File: src/rtl/mem_port_arbiter.sv
// Two-requester round-robin arbiter in front of a synchronous-read memory port.
// Port 0 (core) can lock out port 1 (loader) for atomic sequences.
module mem_port_arbiter #(
    parameter int DATA_WIDTH = 32,
    parameter int ADDR_WIDTH = 32,
    parameter logic [ADDR_WIDTH-1:0] RAM_BASE = 32'h1001_0000
) (
    input  logic                  clk,
    input  logic                  reset,
    input  logic                  req0,
    input  logic                  we0,
    input  logic [ADDR_WIDTH-1:0] addr0,
    input  logic [DATA_WIDTH-1:0] wdata0,
    input  logic                  lock0,
    output logic                  gnt0,
    output logic                  done0,
    output logic                  err0,
    output logic [DATA_WIDTH-1:0] rdata0,
    input  logic                  req1,
    input  logic                  we1,
    input  logic [ADDR_WIDTH-1:0] addr1,
    input  logic [DATA_WIDTH-1:0] wdata1,
    output logic                  gnt1,
    output logic                  done1,
    output logic                  err1,
    output logic [DATA_WIDTH-1:0] rdata1,
    output logic [ADDR_WIDTH-1:0] mem_addr,
    output logic [DATA_WIDTH-1:0] mem_wdata,
    output logic                  mem_we,
    output logic                  mem_sel,
    input  logic [DATA_WIDTH-1:0] mem_q,
    output logic                  busy
);

    typedef enum logic [1:0] {
        ST_IDLE   = 2'd0,
        ST_ACCESS = 2'd1,
        ST_RESP   = 2'd2
    } state_t;

    state_t                  state_r;
    logic                    last_winner_r;
    logic                    sel_r;
    logic                    we_r;
    logic [ADDR_WIDTH-1:0]   addr_r;
    logic [DATA_WIDTH-1:0]   wdata_r;
    logic [DATA_WIDTH-1:0]   rdata0_r;
    logic [DATA_WIDTH-1:0]   rdata1_r;
    logic                    win0_s;
    logic                    win1_s;
    logic                    w_we_s;
    logic [ADDR_WIDTH-1:0]   w_addr_s;
    logic [DATA_WIDTH-1:0]   w_wdata_s;
    logic                    rd_ok_s;

    function automatic logic misaligned(input logic [1:0] low_bits);
        return (low_bits != 2'b00);
    endfunction

    // Round-robin arbitration; lock0 forces the core to win and shuts out the loader.
    always_comb begin
        win0_s = 1'b0;
        win1_s = 1'b0;
        if ((state_r == ST_IDLE) || (state_r == ST_RESP)) begin
            win0_s = req0 & (~req1 | lock0 | last_winner_r);
            win1_s = req1 & ~lock0 & (~req0 | ~last_winner_r);
        end else begin
            win0_s = 1'b0;
            win1_s = 1'b0;
        end
    end

    // Fields of the winning request.
    always_comb begin
        w_we_s    = we0;
        w_addr_s  = addr0;
        w_wdata_s = wdata0;
        if (win1_s) begin
            w_we_s    = we1;
            w_addr_s  = addr1;
            w_wdata_s = wdata1;
        end else begin
            w_we_s    = we0;
            w_addr_s  = addr0;
            w_wdata_s = wdata0;
        end
    end

    // The memory answers during RESP, so read data is bypassed straight through with done.
    always_comb begin
        rd_ok_s = ~we_r & ~misaligned(addr_r[1:0]);
        rdata0  = rdata0_r;
        rdata1  = rdata1_r;
        if (done0 && rd_ok_s) begin
            rdata0 = mem_q;
        end else begin
            rdata0 = rdata0_r;
        end
        if (done1 && rd_ok_s) begin
            rdata1 = mem_q;
        end else begin
            rdata1 = rdata1_r;
        end
    end

    // Transfer FSM with registered grant/done/memory outputs.
    always_ff @(posedge clk or negedge reset) begin
        if (!reset) begin
            state_r       <= ST_IDLE;
            last_winner_r <= 1'b1;
            sel_r         <= 1'b0;
            we_r          <= 1'b0;
            addr_r        <= '0;
            wdata_r       <= '0;
            rdata0_r      <= '0;
            rdata1_r      <= '0;
            gnt0          <= 1'b0;
            gnt1          <= 1'b0;
            done0         <= 1'b0;
            done1         <= 1'b0;
            err0          <= 1'b0;
            err1          <= 1'b0;
            mem_addr      <= '0;
            mem_wdata     <= '0;
            mem_we        <= 1'b0;
            mem_sel       <= 1'b0;
            busy          <= 1'b0;
        end else begin
            case (state_r)
                ST_IDLE, ST_RESP: begin
                    done0 <= 1'b0;
                    done1 <= 1'b0;
                    err0  <= 1'b0;
                    err1  <= 1'b0;
                    if ((state_r == ST_RESP) && rd_ok_s) begin
                        if (sel_r) begin
                            rdata1_r <= mem_q;
                        end else begin
                            rdata0_r <= mem_q;
                        end
                    end
                    gnt0 <= win0_s;
                    gnt1 <= win1_s;
                    if (win0_s || win1_s) begin
                        sel_r         <= win1_s;
                        we_r          <= w_we_s;
                        addr_r        <= w_addr_s;
                        wdata_r       <= w_wdata_s;
                        last_winner_r <= win1_s;
                        mem_addr      <= w_addr_s;
                        mem_wdata     <= w_wdata_s;
                        mem_sel       <= (w_addr_s >= RAM_BASE);
                        mem_we        <= w_we_s & ~misaligned(w_addr_s[1:0]);
                        busy          <= 1'b1;
                        state_r       <= ST_ACCESS;
                    end else begin
                        mem_we  <= 1'b0;
                        busy    <= 1'b0;
                        state_r <= ST_IDLE;
                    end
                end
                ST_ACCESS: begin
                    gnt0    <= 1'b0;
                    gnt1    <= 1'b0;
                    mem_we  <= 1'b0;
                    done0   <= ~sel_r;
                    done1   <= sel_r;
                    err0    <= ~sel_r & misaligned(addr_r[1:0]);
                    err1    <= sel_r & misaligned(addr_r[1:0]);
                    busy    <= 1'b1;
                    state_r <= ST_RESP;
                end
                default: begin
                    gnt0    <= 1'b0;
                    gnt1    <= 1'b0;
                    done0   <= 1'b0;
                    done1   <= 1'b0;
                    err0    <= 1'b0;
                    err1    <= 1'b0;
                    mem_we  <= 1'b0;
                    busy    <= 1'b0;
                    state_r <= ST_IDLE;
                end
            endcase
        end
    end

endmodule

File: config.mk
export PLATFORM = sky130hd
export DESIGN_NAME = mem_port_arbiter
export DESIGN_NICKNAME = d
export VERILOG_FILES = /design/src/rtl/mem_port_arbiter.sv
export SDC_FILE = /design/constraint.sdc
export NUM_CORES = 1
export LEC_CHECK = 0
export ABC_AREA = 1
export CORE_MARGIN = 1
export CORE_UTILIZATION = 45
export CTS_CLUSTER_DIAMETER = 50
export CTS_CLUSTER_SIZE = 24
export DETAILED_ROUTE_END_ITERATION = 8
export PLACE_DENSITY = 0.87
export SYNTH_ARGS = -nofsm -noshare
export SYNTH_HDL_FRONTEND = slang
export SYNTH_SLANG_ARGS = --single-unit
File: constraint.sdc
create_clock -name clk -period 3.7 [get_ports clk]
set_input_delay 0.74 -clock clk [delete_from_list [all_inputs] [get_ports clk]]
set_output_delay 0.74 -clock clk [all_outputs]
set_load 0.02 [all_outputs]
==> metrics.txt <==
outcome=completed; FF+latch count, synth=142; number of post-CTS setup repair buffers=0; Worst setup EP type=output pin; CTS H-tree depth=4; number of DRC violations after detailed routing=0; global-route wire length before repair=31510 microns; cell chosen for the clock root=clkbuf_16; EDFF count, synth=0; WS Path Type=reg -> out; count of routing violations after the opening detailed-route iteration=520; post-synth design cell area=6536 sq um; crit path launch type=register; core occupancy in the finished layout=73.57%; leading cell type in the layout, fill and taps excluded=clkdlybuf4s50_1; initial core utilization=between 40 and 50%; worst reg-to-reg path cell count=5; fraction of final layout cells sized beyond drive strength 1=under 10%; library cell contributing the largest single delay on the critical path=clkdlybuf4s50_1; number of nets in the synthesized netlist=980; antenna cells=0; weighted congestion at the end of routability-driven global placement=0.8248; share of flip-flops with an asynchronous set or reset after synthesis=100.0%; global-route usage over all layers=27.82%; post-route ant nets=0; number of fill cells in the layout=1033; cell chain of the critical path=nor2_2 -> nand3_2 -> buf_12 -> o21ai_0 -> clkdlybuf4s50_1; Clock Path Buffers=2; area added between synthesis and finish=58.06%; Final Max Slew Viols=0; Clock Skews=7.709 ps; clock latency at the later pin of the worst-skew pair=420 ps; via total after detailed routing=roughly 6500; number of vias per cell after detailed routing=5.099; Period Utilization, post-route=90.40%; sequential element share of the synthesized area=54.38%; setup repair after global routing missed its margin=false; worst slew margin relative to its limit=30.99%; count of instances resized after the clock tree is built=0; num rows=43; final routed wire length divided by cell count=16.06 microns; floorplan die height=122.5 microns; Peak VDD IR=0.0002986 V; Port Buf Inserts=303; Levels on crit path=5; leakage power of the design=between 4 and 5 nW; total of hold buffers inserted after clock tree synthesis=0; clock-pin transition on the worst setup and hold timing paths=60 ps; antenna violations before repair=0; pin count of the biggest net entering global routing=111; top-level port count=304; full die area=15010 sq um; CP Buf/Inv Count=2; Num CTS Buffers=17; Mean Syn Cell Area=8.040 sq um; total of warnings raised by yosys=0; placeable core region=14040 sq um; x dimension of the die=around 120 microns; launching point of the worst reg2reg path=addr_r[1]; wire length after detailed routing=slightly above 20000 microns; number of sinks handled by clock tree synthesis=~140; CTS tree=yes; final-layout setup total negative slack=0 ps; arrival time at the worst endpoint=roughly 2600 ps; class of the most critical hold timing path=in -> async; Largest delay share family, worst path=buffers and inverters; count of final setup violators=0; startpoint of the worst setup timing path=addr_r[1]; NumNets Final=between 1000 and 1500; Detailed Place HPWL=roughly 15000 microns; most frequently used flop master after synthesis=dfrtp_1; slew at the pin with the worst max-slew slack=1032 ps; total gr overflow=0; vias in the first global route=6362; number of iterations in the first detailed-routing pass=5; power density normalized to cell area=between 700 and 800 nW/um^2; Hold Violations, Final=0; f_max=299.0 MHz; biggest fanout along the worst timing path=44; Syn Inst Count=about 810; Max-cap violations=0; commonest cells after routing, fill and taps aside=302 x clkdlybuf4s50_1, 268 x nand2_1, 146 x o21ai_0, 141 x dfrtp_1, 69 x nor2_1; number of unique standard cell types used by synthesis=23; critical path data required time=2960 ps; delay of the slowest cell on the worst path=650 ps; post-route minimum period=around 3300 ps
logic make-up (layout without fill, tap and decap cells):
kind of cell,count (synthesis),in the layout,synth area share [%]
AO/OA/AOI/OAI,205,205,16.75
buffers and inverters,104,394,6.776
flip-flops,142,142,54.38
multiplexers,2,2,0.3063
AND/OR/NAND/NOR,360,360,21.78
area by class of cell:
cell class | instances | area (sq um) | area share [%]
sequential | 142 | 3555 | 34.41
timing repair buffer | 310 | 3137 | 30.36
multi-input combinational | 567 | 2556 | 24.74
clock buffer | 19 | 452.9 | 4.384
tap | 180 | 225.2 | 2.180
clock inverter | 13 | 210.2 | 2.035
inverter | 52 | 195.2 | 1.889
worst paths after layout:
path,slack (ps),to
max,360,rdata1[10]
min,360,rdata1_r[8]
max reg2reg,1580,rdata0_r[21]
min reg2reg,450,state_r[1]
max in group asynchronous,2510,gnt1
min in group clk,450,state_r[1]
per-layer routing:
metal | wire, microns | global-route usage, %
met1 | 7615 | 30.60
met2 | 10600 | 48.31
met3 | 1748 | 9.665
met4 | 647 | 12.27
met5 | 0 | 0
Yosys cell counts, types with 4 or more instances:
cell | instances | area, sq um
a31oi_1 | 52 | 325.3
nand4_1 | 7 | 43.79
clkbuf_1 | 29 | 108.9
buf_2 | 18 | 90.09
o21ai_1 | 5 | 25.02
dfrtp_1 | 141 | 3528
nand2_1 | 269 | 1010
nor2_1 | 69 | 259.0
inv_1 | 51 | 191.4
o21ai_0 | 146 | 730.7
nand3_1 | 4 | 20.02
nand2_2 | 5 | 31.28
where the power goes:
part           total [mW]  switching (mW)  leakage, nW  internal [mW]
logic                3.02            1.59         2.84           1.43
clock network        1.89           0.659        0.320           1.23
registers            2.37           0.290         1.63           2.08
total                7.28            2.54         4.78           4.74
metrics by stage:
| stage | instances | instance area [sq um] | worst slack (ps) | hold WS [ps] | power, mW |
|---|---|---|---|---|---|
| after floorplan | 813 | 6536 | 1333 | 415.6 | 3.862 |
| after global placement | 1251 | 9668 | 857.6 | 428.7 | 5.318 |
| after detailed placement | 1251 | 9668 | 753.0 | 443.0 | 5.398 |
| after CTS | 1283 | 10330 | 300.4 | 394.5 | 7.331 |
| after global routing | 1283 | 10330 | 167.6 | 419.4 | 7.713 |
| final | 1283 | 10330 | 355.1 | 364.0 | 7.285 |
registers in the layout, indices dropped and copies added (netlist names):
signal,flops
sel_r,1
busy,1
err1,1
rdata1_r,32
err0,1
done1,1
addr_r,32
last_winner_r,1
mem_we,1
gnt0,1
we_r,1
done0,1
mem_wdata,32
state_r,2
gnt1,1
mem_sel,1
rdata0_r,32
Note: power is estimated with default switching activity, not from simulation.
